<file path="config.mk">
export PLATFORM = sky130hd
export DESIGN_NAME = fetch_unit
export DESIGN_NICKNAME = d
export VERILOG_FILES = /design/src/rtl/fetch_unit.sv
export SDC_FILE = /design/constraint.sdc
export NUM_CORES = 1
export LEC_CHECK = 0
export ABC_AREA = 1
export CAP_MARGIN = 20
export CORE_UTILIZATION = 30
export CTS_CLUSTER_SIZE = 20
export DETAILED_ROUTE_END_ITERATION = 8
export DONT_BUFFER_PORTS = 1
export PLACE_DENSITY = 0.46
export SYNTH_ARGS = -nofsm -noshare
export SYNTH_HDL_FRONTEND = slang
export SYNTH_SLANG_ARGS = --single-unit
</file>
<file path="constraint.sdc">
create_clock -name clk_i -period 13.7 [get_ports clk_i]
set_input_delay 1.37 -clock clk_i [delete_from_list [all_inputs] [get_ports clk_i]]
set_output_delay 1.37 -clock clk_i [all_outputs]
set_load 0.1 [all_outputs]
</file>
<file path="src/rtl/fetch_unit.sv">
// fetch_unit: instruction fetch stage. Issues word requests to instruction
// memory, buffers returned words with their PCs in a small FIFO and presents
// the FIFO head to decode. Taken branches flush the buffer and drop every
// in-flight wrong-path response.
// Optional feature macro: FETCH_BYPASS_EN. When it is defined, a response
// arriving while the FIFO is empty goes straight to decode in the same cycle.
`timescale 1ns/1ps

module fetch_unit #(
  parameter logic [31:0] RESET_PC   = 32'h0000_0000,
  parameter int unsigned FIFO_DEPTH = 2
) (
  input  logic        clk_i,
  input  logic        rst_i,
  output logic        imem_req_o,
  output logic [31:0] imem_addr_o,
  input  logic        imem_gnt_i,
  input  logic        imem_rvalid_i,
  input  logic [31:0] imem_rdata_i,
  input  logic        incr_pc_i,
  input  logic        branch_taken_i,
  input  logic [31:0] branch_target_i,
  output logic [31:0] d_inst_o,
  output logic [31:0] d_pc_o,
  output logic        d_valid_o
);

  localparam int unsigned CNT_W  = 4;
  localparam int unsigned CRD_W  = CNT_W + 1;
  localparam int unsigned PTR_W  = (FIFO_DEPTH > 1) ? $clog2(FIFO_DEPTH) : 1;
  localparam logic [31:0] NOP    = 32'h0000_0013;
  localparam logic [PTR_W-1:0] LAST_PTR = PTR_W'(FIFO_DEPTH - 1);

  // Architectural state
  logic [31:0]      f_pc_q, f_pc_d;
  logic [31:0]      rpc_q, rpc_d;
  logic [CNT_W-1:0] count_q, count_d;
  logic [CNT_W-1:0] outst_q, outst_d;
  logic [CNT_W-1:0] discard_q, discard_d;
  logic [PTR_W-1:0] rd_ptr_q, rd_ptr_d;
  logic [PTR_W-1:0] wr_ptr_q, wr_ptr_d;
  logic [31:0]      pc_mem_q   [FIFO_DEPTH];
  logic [31:0]      pc_mem_d   [FIFO_DEPTH];
  logic [31:0]      inst_mem_q [FIFO_DEPTH];
  logic [31:0]      inst_mem_d [FIFO_DEPTH];

  // Per-cycle events
  logic             fifo_pop_c;
  logic             issue_c;
  logic             resp_keep_c;
  logic             byp_c;
  logic             byp_used_c;
  logic             push_c;
  logic [CRD_W-1:0] credit_c;

  // Circular pointer advance that wraps at FIFO_DEPTH, not at a power of two
  function automatic logic [PTR_W-1:0] ptr_inc(input logic [PTR_W-1:0] p);
    return (p == LAST_PTR) ? '0 : p + PTR_W'(1);
  endfunction

  // Request credit: buffered plus useful in-flight words, less the head that
  // decode consumes this cycle, must stay below the buffer depth
  always_comb begin
    fifo_pop_c = (count_q != '0) && incr_pc_i;
    credit_c   = CRD_W'(count_q) + CRD_W'(outst_q) - CRD_W'(discard_q)
               - CRD_W'(fifo_pop_c);
    imem_req_o  = !rst_i && !branch_taken_i && (credit_c < CRD_W'(FIFO_DEPTH));
    imem_addr_o = f_pc_q;
    issue_c     = imem_req_o && imem_gnt_i;
  end

  // Response acceptance and optional same-cycle bypass to decode
  always_comb begin
    resp_keep_c = imem_rvalid_i && (discard_q == '0);
`ifdef FETCH_BYPASS_EN
    byp_c      = resp_keep_c && (count_q == '0) && !branch_taken_i && !rst_i;
    byp_used_c = byp_c && incr_pc_i;
`else
    byp_c      = 1'b0;
    byp_used_c = 1'b0;
`endif
    push_c = resp_keep_c && !byp_used_c;
  end

  // Next-state for PC, counters and buffer; a redirect overrides push and pop
  always_comb begin
    f_pc_d     = f_pc_q;
    rpc_d      = rpc_q;
    count_d    = count_q;
    outst_d    = outst_q;
    discard_d  = discard_q;
    rd_ptr_d   = rd_ptr_q;
    wr_ptr_d   = wr_ptr_q;
    pc_mem_d   = pc_mem_q;
    inst_mem_d = inst_mem_q;

    if (branch_taken_i) begin
      // Everything still in flight belongs to the wrong path
      f_pc_d    = branch_target_i;
      rpc_d     = branch_target_i;
      count_d   = '0;
      rd_ptr_d  = '0;
      wr_ptr_d  = '0;
      outst_d   = outst_q - CNT_W'(imem_rvalid_i);
      discard_d = outst_q - CNT_W'(imem_rvalid_i);
    end else begin
      if (issue_c) begin
        f_pc_d = f_pc_q + 32'd4;
      end
      outst_d = outst_q + CNT_W'(issue_c) - CNT_W'(imem_rvalid_i);
      if (imem_rvalid_i && (discard_q != '0)) begin
        discard_d = discard_q - CNT_W'(1);
      end
      if (resp_keep_c) begin
        rpc_d = rpc_q + 32'd4;
      end
      if (push_c) begin
        pc_mem_d[wr_ptr_q]   = rpc_q;
        inst_mem_d[wr_ptr_q] = imem_rdata_i;
        wr_ptr_d             = ptr_inc(wr_ptr_q);
      end
      if (fifo_pop_c) begin
        rd_ptr_d = ptr_inc(rd_ptr_q);
      end
      count_d = count_q + CNT_W'(push_c) - CNT_W'(fifo_pop_c);
    end
  end

  // State registers with synchronous reset; buffer storage needs no reset
  always_ff @(posedge clk_i) begin
    if (rst_i) begin
      f_pc_q    <= RESET_PC;
      rpc_q     <= RESET_PC;
      count_q   <= '0;
      outst_q   <= '0;
      discard_q <= '0;
      rd_ptr_q  <= '0;
      wr_ptr_q  <= '0;
    end else begin
      f_pc_q    <= f_pc_d;
      rpc_q     <= rpc_d;
      count_q   <= count_d;
      outst_q   <= outst_d;
      discard_q <= discard_d;
      rd_ptr_q  <= rd_ptr_d;
      wr_ptr_q  <= wr_ptr_d;
    end
  end

  // Instruction buffer storage
  always_ff @(posedge clk_i) begin
    pc_mem_q   <= pc_mem_d;
    inst_mem_q <= inst_mem_d;
  end

  // Decode-side view: FIFO head, bypassed response, or NOP when nothing valid
  always_comb begin
    d_valid_o = !rst_i && ((count_q != '0) || byp_c);
    d_inst_o  = NOP;
    d_pc_o    = 32'h0000_0000;
    if (!rst_i && (count_q != '0)) begin
      d_inst_o = inst_mem_q[rd_ptr_q];
      d_pc_o   = pc_mem_q[rd_ptr_q];
    end else if (byp_c) begin
      d_inst_o = imem_rdata_i;
      d_pc_o   = rpc_q;
    end
  end

endmodule

</file>
==> results.py <==
metrics = {
    "yosys": {
        "post-synth-top-area-cell": "edfxtp_1",
        "ys_seq_area_share_pct": 52.97,
        "synth_cell_types": 33,
        "syn-mean-instance-area_sq_um": 8.230,
        "ys_seq_elements": 206,
        "synth_nets": 1339,
        "synth_top_area_share_pct": 37.67,
        "synth_warnings": 0,
        "synth_area_leaders": "edfxtp_1, dfxtp_1, nand2_1, a21oi_1, nor2_1",
        "netlist_area_sq_um": 10200,
        "syn_inst": 1240,
    },
    "layout": {
        "diodes": 0,
        "syn_to_final_growth_pct": 24.77,
        "fin_nets": 1383,
        "final_cell_mix": "nand2_1, edfxtp_1, nor2_1",
        "fill_cells": 3429,
        "layout-drive-gt1-share_pct": 12.75,
        "layout_commonest_cell": "nand2_1",
    },
    "timing": {
        "slew_headroom_pct": 20.84,
        "hold_violations": 0,
        "drv_slew": 0,
        "clock.fmax_mhz": 184.5,
        "period_share_pct": 39.57,
        "period_needed_ns": 5.421,
        "setup_ws_ns": 8.279,
        "grt_setup_unrepaired": "false",
        "setup-violations-final": 0,
        "worstMarginPinSlew_ns": 1.188,
        "setup_tns_ns": 0,
        "finalClockSkew_ns": 0.005065,
    },
    "floorplanning": {
        "dieArea_sq_um": 34760,
        "initial_utilization_pct": 30.43,
        "rows": 67,
        "io-pin-count": 168,
        "die_w_um": 186.4,
        "die_h_um": 186.4,
        "core-area_sq_um": 33530,
    },
    "pwr": {
        "switching_share_pct": 39.04,
        "p_clk_share_pct": 30.0,
        "ir_drop_v": 0.00008920,
        "power_density_nw_per_um2": 164.7,
        "power_mw": 2.097,
        "p_sw_uw": 818.5,
        "p_int_mw": 1.278,
        "leakagePower_nw": 4.684,
        "p_seq_share_pct": 36.5,
        "power_frac_comb_pct": 33.5,
    },
    "clock_network": {
        "cts_tree": "done",
        "path_clk_slew_ns": 0.06,
        "cts_resized": 0,
        "cts-root-buf": "clkbuf_16",
        "cts.htree.levels": 1,
        "numCtsBuffers": 24,
        "cts.path.max_buffers": 3,
        "clk_latency_ns": 0.52,
        "cts_num_sinks": 206,
        "holdBufCountCts": 0,
        "post_cts_buffers": 0,
    },
    "critical_path": {
        "start_kind": "primary input",
        "path_max_fanout": 30,
        "endpoint_kind": "register",
        "cp.arrival_ns": 5.83,
        "reg2regPathDepth": 19,
        "critical_path_class": "primary input to register",
        "critPathRequiredTime_ns": 14.10,
    },
    "global_routing": {
        "grt_pass1_vias": 7985,
        "globalRouteOverflowTotal": 0,
        "grt_max_degree": 66,
        "grt_util_all_layers_pct": 16.64,
        "antenna_found_initial": 0,
        "grt_first_pass_wirelength_um": 45950,
    },
    "routing": {
        "vias": 8310,
        "drtAntennaViolNets": 0,
        "routedWlPerCell_um": 16.46,
        "drc": 0,
        "drt_first_pass_iters": 5,
        "first_iter_violations": 541,
        "wl_um": 28810,
        "vias_per_cell": 4.749,
    },
    "placement": {
        "hpwl_um": 20290,
        "numPortBuffers": 0,
        "dp_slack_ns": 7.739,
        "gp_congestion": 0.8259,
    },
    "min_path": {
        "hold_depth": 0,
        "min_path_type": "register to register",
    },
    "run_status": {
        "status": "completed",
    },
    "flow_run": {
        "maxCapViolations": 0,
    },
}
==> Yosys cell counts <==
cell type,number
a21oi_2,1
nor2_4,1
nand2_2,1
ha_1,22
dfxtp_1,78
nor3b_1,1
a211oi_1,1
nor2_2,1
clkbuf_1,24
inv_1,100
nor2_1,126
buf_6,2
o21ai_0,64
nand3_1,58
edfxtp_1,128
or2_2,2
o22ai_1,3
xnor2_1,8
buf_2,14
nand2_1,415
nand4_1,4
nor3_4,1
a31oi_1,11
a311oi_1,1
buf_1,4
nand3b_1,8
nor3_1,16
and3_1,1
o21ba_2,1
a21oi_1,116
fa_1,7
clkinv_1,2
xor2_1,18
==> worst paths after layout <==
path                    from         endpoint  slack, ns
hold / removal      rpc_q[0]      pc_mem_q[0]       0.46
hold reg to reg     rpc_q[0]      pc_mem_q[0]       0.46
setup reg to reg  count_q[2]  imem_addr_o[12]       8.36
setup / recovery   incr_pc_i  imem_addr_o[12]       8.28
==> layer usage <==
layer | vias up | wire, um | share of wire, % | track usage [%]
met5 | - | 0 | 0 | 0
met4 | 0 | 456 | 1.6 | 3.147
met3 | 32 | 1992 | 6.9 | 4.044
met2 | 239 | 12970 | 45 | 26.64
met1 | 3877 | 13380 | 46 | 22.85
li1 | 4162 | - | - | -
==> sequential cells by signal (all words and copies together), names as in the netlist <==
register,cells
inst_mem_q,64
pc_mem_q,64
imem_addr_o,32
rpc_q,32
count_q,4
discard_q,4
outst_q,4
rd_ptr_q,1
wr_ptr_q,1
==> per-stage QoR <==
stage          cell area, sq um  hold WS (ns)  cells  utilization (%)
2_1_floorplan             10200        0.4259   1240                -
3_3_place_gp              10970        0.4453   1663            32.70
3_5_place_dp              11890        0.4478   1702            35.46
4_1_cts                   12670        0.4499   1746            37.78
5_1_grt                   12730        0.4714   1750            37.97
6_report                  12730        0.4600   1750            37.97
==> power by group through the flow <==
stage	Clock (mW)	Sequential, mW	Combinational [mW]
floorplan	0	0.782	0.482
CTS	0.647	0.766	0.707
finish	0.628	0.765	0.703
detailed placement	0	0.779	0.705
global placement	0	0.779	0.591
global route	0.670	0.770	0.757
==> cell families (layout without fill, tap and decap cells) <==
family,count (synthesis),count (layout),share of synthesized area (%)
simple gates,635,635,25.01
flops,206,206,52.97
compound gates,198,198,10.03
buf+inv,146,208,5.689
fa+ha+maj,29,29,4.071
xor+xnor,26,26,2.232
==> worst max-delay path, stage by stage <==
cell and delay (ns):
nand2_1 0.10, fa_1 0.52, inv_1 0.05, fa_1 0.42
nor2_1 0.16, inv_1 0.07, fa_1 0.48, nand2_1 0.07
a21oi_2 0.15, nand2_1 0.06, nor2_1 0.09, nand3_1 0.68
nand2_2 0.82, clkinv_1 0.50, nor2_1 0.20, nor2_1 0.07
==> layout make-up <==
type,instances,area (sq um),share of cell area [%]
tap,448,560.5,4.403
clock inverter,4,80.08,0.6289
multi-input combinational,888,4473,35.13
clock buffer,40,700.7,5.503
sequential,206,5406,42.46
timing repair buffer,62,1129,8.864
inverter,102,382.9,3.007
Note: power is estimated with default switching activity, not from simulation.
